## src/rtl/arith_pkg.sv

```systemverilog
// Shared constants and helpers for the bit-serial arithmetic blocks.
// Serial bit-order selectors and a constant-evaluable ceil(log2).
package arith_pkg;

    localparam int LSB_FIRST = 0;
    localparam int MSB_FIRST = 1;

    function automatic int clog2(input int n);
        int r;
        r = 0;
        for (int i = 0; i < 31; i++) begin
            if ((1 << i) < n) begin
                r = i + 1;
            end
        end
        return r;
    endfunction

endpackage

```

## src/rtl/piso_shift.sv

```systemverilog
// Serial shifter: word register, bit counter and busy flag.
// Loads a word, shifts it out one bit per transfer, flags first/last.
module piso_shift
    import arith_pkg::*;
#(
    parameter int WIDTH     = 16,
    parameter int MSB_FIRST = arith_pkg::LSB_FIRST
) (
    input  logic             clock,
    input  logic             reset,
    input  logic             load_i,
    input  logic [WIDTH-1:0] data_i,
    input  logic             ready_i,
    output logic             busy_o,
    output logic             sout_o,
    output logic             first_o,
    output logic             last_o,
    output logic             last_xfer_o
);

    localparam int            CW       = clog2(WIDTH);
    localparam logic [CW-1:0] CNT_LAST = CW'(WIDTH - 1);
    localparam bit            OUT_MSB  = (MSB_FIRST != arith_pkg::LSB_FIRST);

    logic [WIDTH-1:0] sr_q, sr_d;
    logic [CW-1:0]    cnt_q, cnt_d;
    logic             busy_q, busy_d;
    logic             xfer;
    logic             at_last;
    logic             out_bit;

    assign xfer        = busy_q & ready_i;
    assign at_last     = (cnt_q == CNT_LAST);
    assign last_xfer_o = xfer & at_last;
    assign out_bit     = OUT_MSB ? sr_q[WIDTH-1] : sr_q[0];

    assign busy_o  = busy_q;
    assign sout_o  = busy_q & out_bit;
    assign first_o = busy_q & (cnt_q == '0);
    assign last_o  = busy_q & at_last;

    // Next state: shift on transfer, a load overrides the drained word.
    always_comb begin
        sr_d   = sr_q;
        cnt_d  = cnt_q;
        busy_d = busy_q;
        if (xfer) begin
            if (at_last) begin
                cnt_d  = '0;
                busy_d = 1'b0;
            end else begin
                cnt_d = cnt_q + CW'(1);
                if (OUT_MSB) begin
                    sr_d = {sr_q[WIDTH-2:0], 1'b0};
                end else begin
                    sr_d = {1'b0, sr_q[WIDTH-1:1]};
                end
            end
        end
        if (load_i) begin
            sr_d   = data_i;
            cnt_d  = '0;
            busy_d = 1'b1;
        end
    end

    // Shifter state registers.
    always_ff @(posedge clock or posedge reset) begin
        if (reset) begin
            sr_q   <= '0;
            cnt_q  <= '0;
            busy_q <= 1'b0;
        end else begin
            sr_q   <= sr_d;
            cnt_q  <= cnt_d;
            busy_q <= busy_d;
        end
    end

endmodule

```

## src/rtl/piso_reg.sv

```systemverilog
// Parallel-in serial-out transmitter with a one-word holding register.
// The hold stage lets the next word wait so the serial stream is gapless.
module piso_reg
    import arith_pkg::*;
#(
    parameter int WIDTH     = 16,
    parameter int MSB_FIRST = arith_pkg::LSB_FIRST
) (
    input  logic             clock,
    input  logic             reset,
    input  logic [WIDTH-1:0] in_data,
    input  logic             in_valid,
    output logic             in_ready,
    output logic             sout,
    output logic             sout_valid,
    input  logic             sout_ready,
    output logic             sout_first,
    output logic             sout_last
);

    logic [WIDTH-1:0] hold_q, hold_d;
    logic             hold_valid_q, hold_valid_d;
    logic             busy;
    logic             last_xfer;
    logic             load;
    logic             accept;

    // in_ready comes only from the hold flag, never from sout_ready.
    assign in_ready = ~hold_valid_q;
    assign accept   = in_valid & ~hold_valid_q;
    assign load     = hold_valid_q & (~busy | last_xfer);
    assign sout_valid = busy;

    piso_shift #(
        .WIDTH     (WIDTH),
        .MSB_FIRST (MSB_FIRST)
    ) u_shift (
        .clock       (clock),
        .reset       (reset),
        .load_i      (load),
        .data_i      (hold_q),
        .ready_i     (sout_ready),
        .busy_o      (busy),
        .sout_o      (sout),
        .first_o     (sout_first),
        .last_o      (sout_last),
        .last_xfer_o (last_xfer)
    );

    // Hold register: fill on accept, drain on load (never both at once).
    always_comb begin
        hold_d       = hold_q;
        hold_valid_d = hold_valid_q;
        if (accept) begin
            hold_d       = in_data;
            hold_valid_d = 1'b1;
        end else if (load) begin
            hold_valid_d = 1'b0;
        end
    end

    // Holding register state.
    always_ff @(posedge clock or posedge reset) begin
        if (reset) begin
            hold_q       <= '0;
            hold_valid_q <= 1'b0;
        end else begin
            hold_q       <= hold_d;
            hold_valid_q <= hold_valid_d;
        end
    end

endmodule
```

## config.mk

```make
export PLATFORM = sky130hd
export DESIGN_NAME = piso_reg
export DESIGN_NICKNAME = d
export VERILOG_FILES = /design/src/rtl/arith_pkg.sv /design/src/rtl/piso_shift.sv /design/src/rtl/piso_reg.sv
export SDC_FILE = /design/constraint.sdc
export NUM_CORES = 1
export LEC_CHECK = 0
export CORE_ASPECT_RATIO = 0.7
export CORE_MARGIN = 1.5
export CORE_UTILIZATION = 54
export CTS_CLUSTER_SIZE = 16
export DETAILED_ROUTE_END_ITERATION = 8
export GPL_TIMING_DRIVEN = 0
export PLACE_DENSITY_LB_ADDON = 0.2
export SLEW_MARGIN = 25
export SYNTH_ARGS = -nofsm -noshare
export SYNTH_HDL_FRONTEND = slang
export SYNTH_SLANG_ARGS = --single-unit
export TNS_END_PERCENT = 5
```

## constraint.sdc

```tcl
create_clock -name clock -period 2.3 [get_ports clock]
set_clock_uncertainty 0.2 [all_clocks]
set_input_delay 0.69 -clock clock [delete_from_list [all_inputs] [get_ports clock]]
set_output_delay 0.69 -clock clock [all_outputs]
set_load 0.05 [all_outputs]
```

======== Word level (Yosys, flattened, before mapping) ========
Cells that the tools add are included.
W data, S select, Z words.
word-level totals
  flip-flop bits (word level) ............. 38
  input bits .............................. 20
  output and inout port bits .............. 5
  word-level logic and storage cells ...... 35
operators by class
  add/subtract/negate cells ............... 1
  equal/unequal tests ..................... 2
  mux-type cells .......................... 11
  bitwise gates (word level) .............. 10
  reduce and logical (&&, ||, !) cells .... 6
operator list
  operator               number
  $mux W16               3
  $mux W4                3
  $and A1 B1 Y1          7
  $reduce_bool A2 Y1     3
  $mux W1                5
  $add A4 B1 Y4 const B  1
  $eq A4 B4 Y1 const B   1
  $logic_not A4 Y1       1
  $reduce_and A2 Y1      2
  $ne A2 B2 Y1 const B   1
  $not A1 Y1             2
  $or A1 B1 Y1           1

======== Logic depth before layout (Yosys ltp) ========
Gate-level depths: netlist of run 1.
  depth after elaboration ................. 6
  mapped depth ............................ 6
  gate-level depth less buffers ........... 4

======== By module ========
Synthesis of run 1 repeated with hierarchy kept, for this count alone.
second synthesis, totals
  cells, all modules ...................... 125
  area, all modules ....................... 1819.2 um2
modules (own cells, without submodules)
  module      instances  cells each  area each (um2)  sequential area each (um2)
  piso_shift  1          84          1122.3           525.5
  piso_reg    1          41          696.9            425.4

======== Least setup slack after synthesis of run 1 ========
No wires, ideal clock.
  path type ............................... register to output
  start ................................... register u_shift.cnt_q[0]
  end ..................................... output sout_last
  arrival ................................. 1648 ps
  required time ........................... 1410 ps
  path slack .............................. -238 ps
  cell stages (with the launch flop) ...... 5
  path buffers ............................ 1
  cells stage by stage .................... dfrtp_1 > ha_1 > nand3_2 > buf_2 > nor2_1
on the way
  cells in the longest elaborated chain, start to end .. 2
RTL lines
  item                      line              RTL
  start: declaration        piso_shift.sv:26  logic [CW-1:0] cnt_q, cnt_d;
  start signal: assignment  piso_shift.sv:75  cnt_q <= cnt_d;
  $eq A4 B4 Y1              piso_shift.sv:33  assign at_last = (cnt_q == CNT_LAST);
  $and A1 B1 Y1             piso_shift.sv:40  assign last_o = busy_q & at_last;
  end: declaration          piso_reg.sv:18    output logic sout_last
Every way passes these cells.

======== Final worst setup path of run 1 ========
Same ends and word-level chain as after synthesis.

==> results of run 1 <==
[metrics by stage]
stage | hold WS (ns) | setup TNS (ns)
2_1_floorplan | 0.259 | -0.00871
3_3_place_gp | 0.277 | -10.60
3_5_place_dp | 0.282 | -2.19
4_1_cts | 0.298 | -0.114
5_1_grt | 0.322 | -0.0764
6_report | 0.303 | -0.00702
[area by class of cell]
class	count	area, um^2
inverters	6	26.3
repair buffers	32	294
clock buffers	6	82.6
fillers	232	835
flip-flops and latches	38	953
multi-input cells	113	832
clock inverters	1	30.0
plain buffers	14	121
well taps	47	58.8
[flip-flops by register name, summed over array words and instances, names as in the netlist]
signal	count
hold_q	16
u_shift.sr_q	16
u_shift.cnt_q	4
u_shift.busy_o	1
hold_valid_q	1
[layer usage]
metal	global-route usage, %	vias up
li1	-	712
met1	32.2	753
met2	36.3	73
met3	5.38	7
met4	13.0	0
met5	0	-
[what timing repair did]
action,CTS,global route
setup endpoints to repair,5,4
pin swaps,0,1
setup buffers,0,9
resized for setup,34,6
[cells by family (layout without fill, tap and decap cells)]
family | after synthesis | in the layout | synth area share (%)
AO/OA/AOI/OAI | 57 | 57 | 19.4
XOR/XNOR | 1 | 1 | 0.465
adder cells (fa/ha/maj) | 2 | 2 | 1.33
buffers and inverters | 21 | 59 | 6.91
flip-flops | 38 | 38 | 50.5
multiplexers | 18 | 18 | 11.0
AND/OR/NAND/NOR | 35 | 35 | 10.4
[path summary, 6_finish.rpt]
kind,start,endpoint,slack [ns],depth (start not counted)
max,u_shift.cnt_q[0]$_DFFE_PP0P_,sout_last,-0.007,5
min,hold_q[3]$_DFFE_PP0P_,hold_q[3]$_DFFE_PP0P_,0.30,1
max reg2reg,u_shift.cnt_q[0]$_DFFE_PP0P_,u_shift.sr_q[8]$_DFFE_PP0P_,0.47,5
min reg2reg,hold_q[3]$_DFFE_PP0P_,hold_q[3]$_DFFE_PP0P_,0.30,1
max in group asynchronous,reset,u_shift.busy_o$_DFFE_PP0P_,0.72,2
min in group asynchronous,reset,hold_q[15]$_DFFE_PP0P_,0.65,2
[power breakdown]
part	internal (mW)	switching (mW)
Sequential	0.950	0.174
Combinational	0.367	0.370
Clock	0.347	0.233
Total	1.66	0.776
[critical path, stage by stage, from the launching register on]
cell	delay, ns
dfrtp_2	0.42
ha_4	0.19
nand3_4	0.10
buf_8	0.17
nor2_4	0.08
buf_6	0.16
[placed cells by master, fill, tap and decap left out, types with 4 or more instances in the layout]
cell type,instances
dfrtp_1,36
clkdlybuf4s50_1,18
nand3_1,16
a211oi_1,15
a31oi_1,15
buf_4,14
o21ai_1,10
mux2_2,9
o21ai_0,9
buf_6,7
mux2_1,6
clkbuf_8,6
nand2_1,5
nor2b_1,4
buf_2,4
==> impl_results.md, run 1 <==
* Status: finished with violations
* Failing checks: setup timing
* Fraction of registers with async set/reset at 100%
* CTS Hold Buffers Added at 0
* DRC viols at 0
* Clock sinks at 38
* Initial DRT Pass Iterations at 5
* CTS root buf: clkbuf_8
* Drt first-iter violations at 121
* Cells after Synth at 172
* Antenna violations before repair at 0
* CP Class: register to primary output
* Largest net degree at the start of global routing at 39
* Clk pin slew, worst setup/hold paths at 0.07 ns
* Die area at 3860 um^2
* Final critical-path share of the clock period at 100%
* Setup slack after layout at -0.00702 ns
* Net count after synthesis at 194
* GRT Residual Overflow at 0
* Hold Vio Cnt, Final at 0
* Most frequent cell after synthesis: dfrtp_1
* Met2 WL post-DR at 2020 um
* Max-slew violations at 0
* Synth top cells by count: 38 x dfrtp_1, 16 x nand3_1, 15 x a211oi_1, 15 x a31oi_1, 10 x o21ai_1
* Wire per inst at 16.5 um
* # H-tree levels at 2
* VDD IR max at 0.577 mV
* Vias in the first global route at between 1,000 and 1,500
* Post-synth top area cell: dfrtp_1
* Top-area cell type share of the netlist area at 50.5%
* Chip height at 52.4 um
* Post-DRT Antenna Nets at 0
* Post-Syn Area at 1880 um^2
* First-pass GRT wire length at 6760 um
* Crit path launch type: register
* Final cell count without fillers at 257
* Site Rows at 17
* Met3 wire length at roughly 280 um
* Setup violators final at 1
* Cell area after layout at ~2400 um^2
* #FFs+latches synth at 38
* Total wire length at 4240 um
* Ys Warns at 0
* Critical path data required time at around 1.4 ns
* Via count at 1,545
* Max Cap Violations at 0
* CTS max path bufs at 2
* Via density at 6.01
* WP data arrival at approximately 1.4 ns
* Pwr dens at 1020 nW/um^2
* Fmax at 433 MHz
* Number of distinct library cells after synthesis at 32
* Critical Path End Type: primary output
* Met1 wire length at 1870 um
* Syn Area/Cell at 11.0 um^2
* CTS tree: yes
* Core Region at 3230 um^2
* Dpl cells at between 200 and 250
* HP Class: register to register
* Number of diodes at 0
* Pre-CTS setup slack at -0.691 ns
* # IOs at 25
* Number of buffers created by CTS at 5
* Static Leak at 1.01 nW
* GPL Wtd Cong at 0.844
* Share of cells above drive strength 1 at between 20 and 30%
* Starting Density at 58.3%
* Placed inst area at 2180 um^2
* Port Buf Inserts at 23
* EDFF count, synth at 0
* DP HPWL at 2880 um
* RSZ-0062 raised after global routing: yes
* Worst-margin pin slew at 0.767 ns
* Post-Route Utilization at 74.2%
* Sequential area share after synthesis at between 50% and 60%
* Rel. slew slack at 48.8%
* Global Route Usage Sum at 24.0%
* Top post-synthesis cells by area: dfrtp_1 50%, a211oi_1 6.0%, mux2_2 5.4%, a31oi_1 5.0%, nand3_1 4.2%
* Worst-path fanout max at 8
* Dominant synthesized flop cell: dfrtp_1
* Die width at 73.6 um
* Clk_lat worst skew at 0.29 ns
* Pwr Total at 2.44 mW
* # nets final at 232
* Clock period minus worst slack at ~2.3 ns
* Top layer in use: met4
* Area Overhead vs Synth at 27.3%
No activity file was read; power rests on OpenSTA's default activity.
==> run 2, diff against run 1 <==
--- a/config.mk
+++ b/config.mk
@@ -7,12 +7,11 @@
 export LEC_CHECK = 0
 export CORE_ASPECT_RATIO = 0.7
 export CORE_MARGIN = 1.5
-export CORE_UTILIZATION = 54
+export CORE_UTILIZATION = 49
 export CTS_CLUSTER_SIZE = 16
 export DETAILED_ROUTE_END_ITERATION = 8
 export GPL_TIMING_DRIVEN = 0
 export PLACE_DENSITY_LB_ADDON = 0.2
-export SLEW_MARGIN = 25
 export SYNTH_ARGS = -nofsm -noshare
 export SYNTH_HDL_FRONTEND = slang
 export SYNTH_SLANG_ARGS = --single-unit
==> constraint.sdc (replaced) <==
create_clock -name clock -period 2 [get_ports clock]
set_clock_uncertainty 0.2 [all_clocks]
set_input_delay 0.6 -clock clock [delete_from_list [all_inputs] [get_ports clock]]
set_output_delay 0.6 -clock clock [all_outputs]
set_load 0.05 [all_outputs]
==> run 2 against run 1 <==
  * The flow still finishes with violations (setup timing)
  * Register-to-register slack worse by 0.32 ns
  * Sequential power is 15% higher
  * Combinational power rose by 25%
  * Highest routed layer unchanged
  * Wire length rose by 2.3%
  * Clock power shrank 6.2%
  * Hold slack lost 0.0085 ns
  * Largest power group unchanged
  * Via count fell by 1.3%
  * Utilization shrank 5.9 points
  * Final area is 2.6% higher
  * Critical path depth is 1 lower
  * Global-route usage fell by 1.7 points
  * Total power up 13%
==> impl_results.md, run 2 (same netlist as run 1, synthesis figures left out) <==
* Status: finished with violations
* Failing checks: setup timing
* Number of diodes at 0
* First-pass GRT wire length at between 7000 and 8000 um
* Crit path cell chain: inv_2 > ha_4 > and3b_2 > buf_8
* HP Class: register to register
* Critical Path End Type: primary output
* Setup violators final at 2
* Die width at 77.1 um
* Hold Vio Cnt, Final at 0
* WHS Path Cells at 1
* Placed inst area at approximately 2200 um^2
* Max-slew violations at 0
* # H-tree levels at 2
* Pre-CTS setup slack at -0.772 ns
* CTS max path bufs at 2
* Post-DRT Antenna Nets at 0
* Wire per inst at approximately 17 um
* Site Rows at 18
* Share of cells above drive strength 1 at 30.8%
* Initial DRT Pass Iterations at 4
* Number of buffers created by CTS at 5
* Clk_lat worst skew at 0.29 ns
* Core Region at about 3600 um^2
* Drt first-iter violations at 134
* Chip height at 54.9 um
* # fillers at ~270
* Pwr dens at 1120 nW/um^2
* Worst-path fanout max at 3
* Crit-path max cell delay at 0.45 ns
* Vias in the first global route at 1,429
* Starting Density at around 52%
* Max Cap Violations at 0
* DP HPWL at 2980 um
* Dpl cells at 246
* Total wire length at 4340 um
* Most common cell after layout, fill and taps aside: dfrtp_1
* Via density at 5.84
* Crit path depth at 4
* Rel. slew slack at around 53%
* Worst-margin pin slew at about 0.7 ns
* Final critical-path share of the clock period at 103%
* CP delay by family, top: flip-flops
* CP max-delay cell: dfrtp_2
* DRC viols at 0
* Area Overhead vs Synth at 30.5%
* Setup slack after layout at -0.0677 ns
* Clk pin slew, worst setup/hold paths at 0.08 ns
* Largest net degree at the start of global routing at 23
* Clock period minus worst slack at ~2.1 ns
* Most frequent cells in the layout: 34 x dfrtp_1, 18 x clkdlybuf4s50_1, 16 x nand3_1, 15 x a211oi_1, 15 x a31oi_1
* CTS Hold Buffers Added at 0
* R2R depth at 6
* VDD IR max at 0.525 mV
* GPL Wtd Cong at 0.802
* WP data arrival at 1.27 ns
* Critical path data required time at between 1 and 1.5 ns
* Crit path launch type: register
* Setup TNS Final at -0.0939 ns
* Port Buf Inserts at 23
* CTS tree: yes
* Antenna violations before repair at 0
* GRT Residual Overflow at 0
* CP Class: register to primary output
* CTS root buf: clkbuf_8
* Cell area after layout at 2460 um^2
* Global Route Usage Sum at 22.3%
* Largest regs: hold_q x16, u_shift.sr_q x16, u_shift.cnt_q x4
* Post-Route Utilization at about two thirds
* RSZ-0062 raised after global routing: yes
* Static Leak at roughly 1.0 nW
* Final cell count without fillers at 261
* # IOs at 25
* Fmax at 484 MHz
* # nets final at 232
* Buf+Inv Stages, Crit Path at 2
* Clock sinks at 38
* Via count at approximately 1,500
* Die area at 4230 um^2
==> run 2: changes by cell type in the layout (fill, tap and decap cells not counted), moves of 2 or more <==
cell / previous run / this run
buf_4: 14 / 12
dfrtp_1: 36 / 34
dfrtp_2: 2 / 4
nor2b_1: 4 / 2
==> run 2: power by group <==
group | internal, mW | total [mW] | switching [mW]
combinational | 0.474 | 0.917 | 0.443
sequential | 1.10 | 1.29 | 0.196
clock | 0.278 | 0.544 | 0.266
==> run 2: worst paths after layout <==
check                                             startpoint                            to  slack (ns)
worst max register to register  u_shift.cnt_q[0]$_DFFE_PP0P_   u_shift.sr_q[9]$_DFFE_PP0P_        0.15
min in group asynchronous                              reset      hold_valid_q$_DFFE_PP0P_        0.53
worst min register to register         hold_q[4]$_DFFE_PP0P_         hold_q[4]$_DFFE_PP0P_        0.29
worst min-delay path                   hold_q[4]$_DFFE_PP0P_         hold_q[4]$_DFFE_PP0P_        0.29
max in group asynchronous                              reset  u_shift.cnt_q[0]$_DFFE_PP0P_        0.51
worst max-delay path            u_shift.cnt_q[1]$_DFFE_PP0P_                    sout_first       -0.07
==> run 2: worst register-to-register path, stage by stage, from the launching register on <==
cell and delay, ns:
dfrtp_2 0.42, ha_4 0.17, buf_4 0.13, nand4_2 0.19, buf_2 0.26, a211oi_1 0.29, a31oi_1 0.06
==> run 2: what timing repair did <==
action,4_1_cts,5_1_grt
cloned,0,0
pin swaps,2,0
setup endpoints to repair,5,14
setup buffers,7,2
gates resized for setup,48,6
==> run 2: per-layer routing <==
| layer | part of all wire [%] | track usage, % | vias up |
|---|---|---|---|
| met4 | 0.65 | 7.88 | 0 |
| met2 | 49 | 36.7 | 55 |
| met1 | 45 | 29.7 | 751 |
| met3 | 5.7 | 5.00 | 4 |
| met5 | 0 | 0 | - |
| li1 | - | - | 715 |
==> run 2: final cells by class <==
class	instances	area [um^2]	share of cell area (%)
Buffer	13	125	5.09
Clock buffer	7	86.3	3.51
Clock inverter	1	5.00	0.203
Inverter	6	28.8	1.17
Multi-Input combinational cell	113	857	34.8
Sequential cell	38	956	38.9
Tap cell	50	62.6	2.54
Timing Repair Buffer	33	339	13.8
==> run 2: through the flow <==
stage                     hold slack (ns)  power (mW)
after detailed placement            0.280        2.09
final                               0.295        2.75
after CTS                           0.298        2.72
after floorplan                     0.259        1.84
after global placement              0.277        2.02
after global routing                0.314        2.93
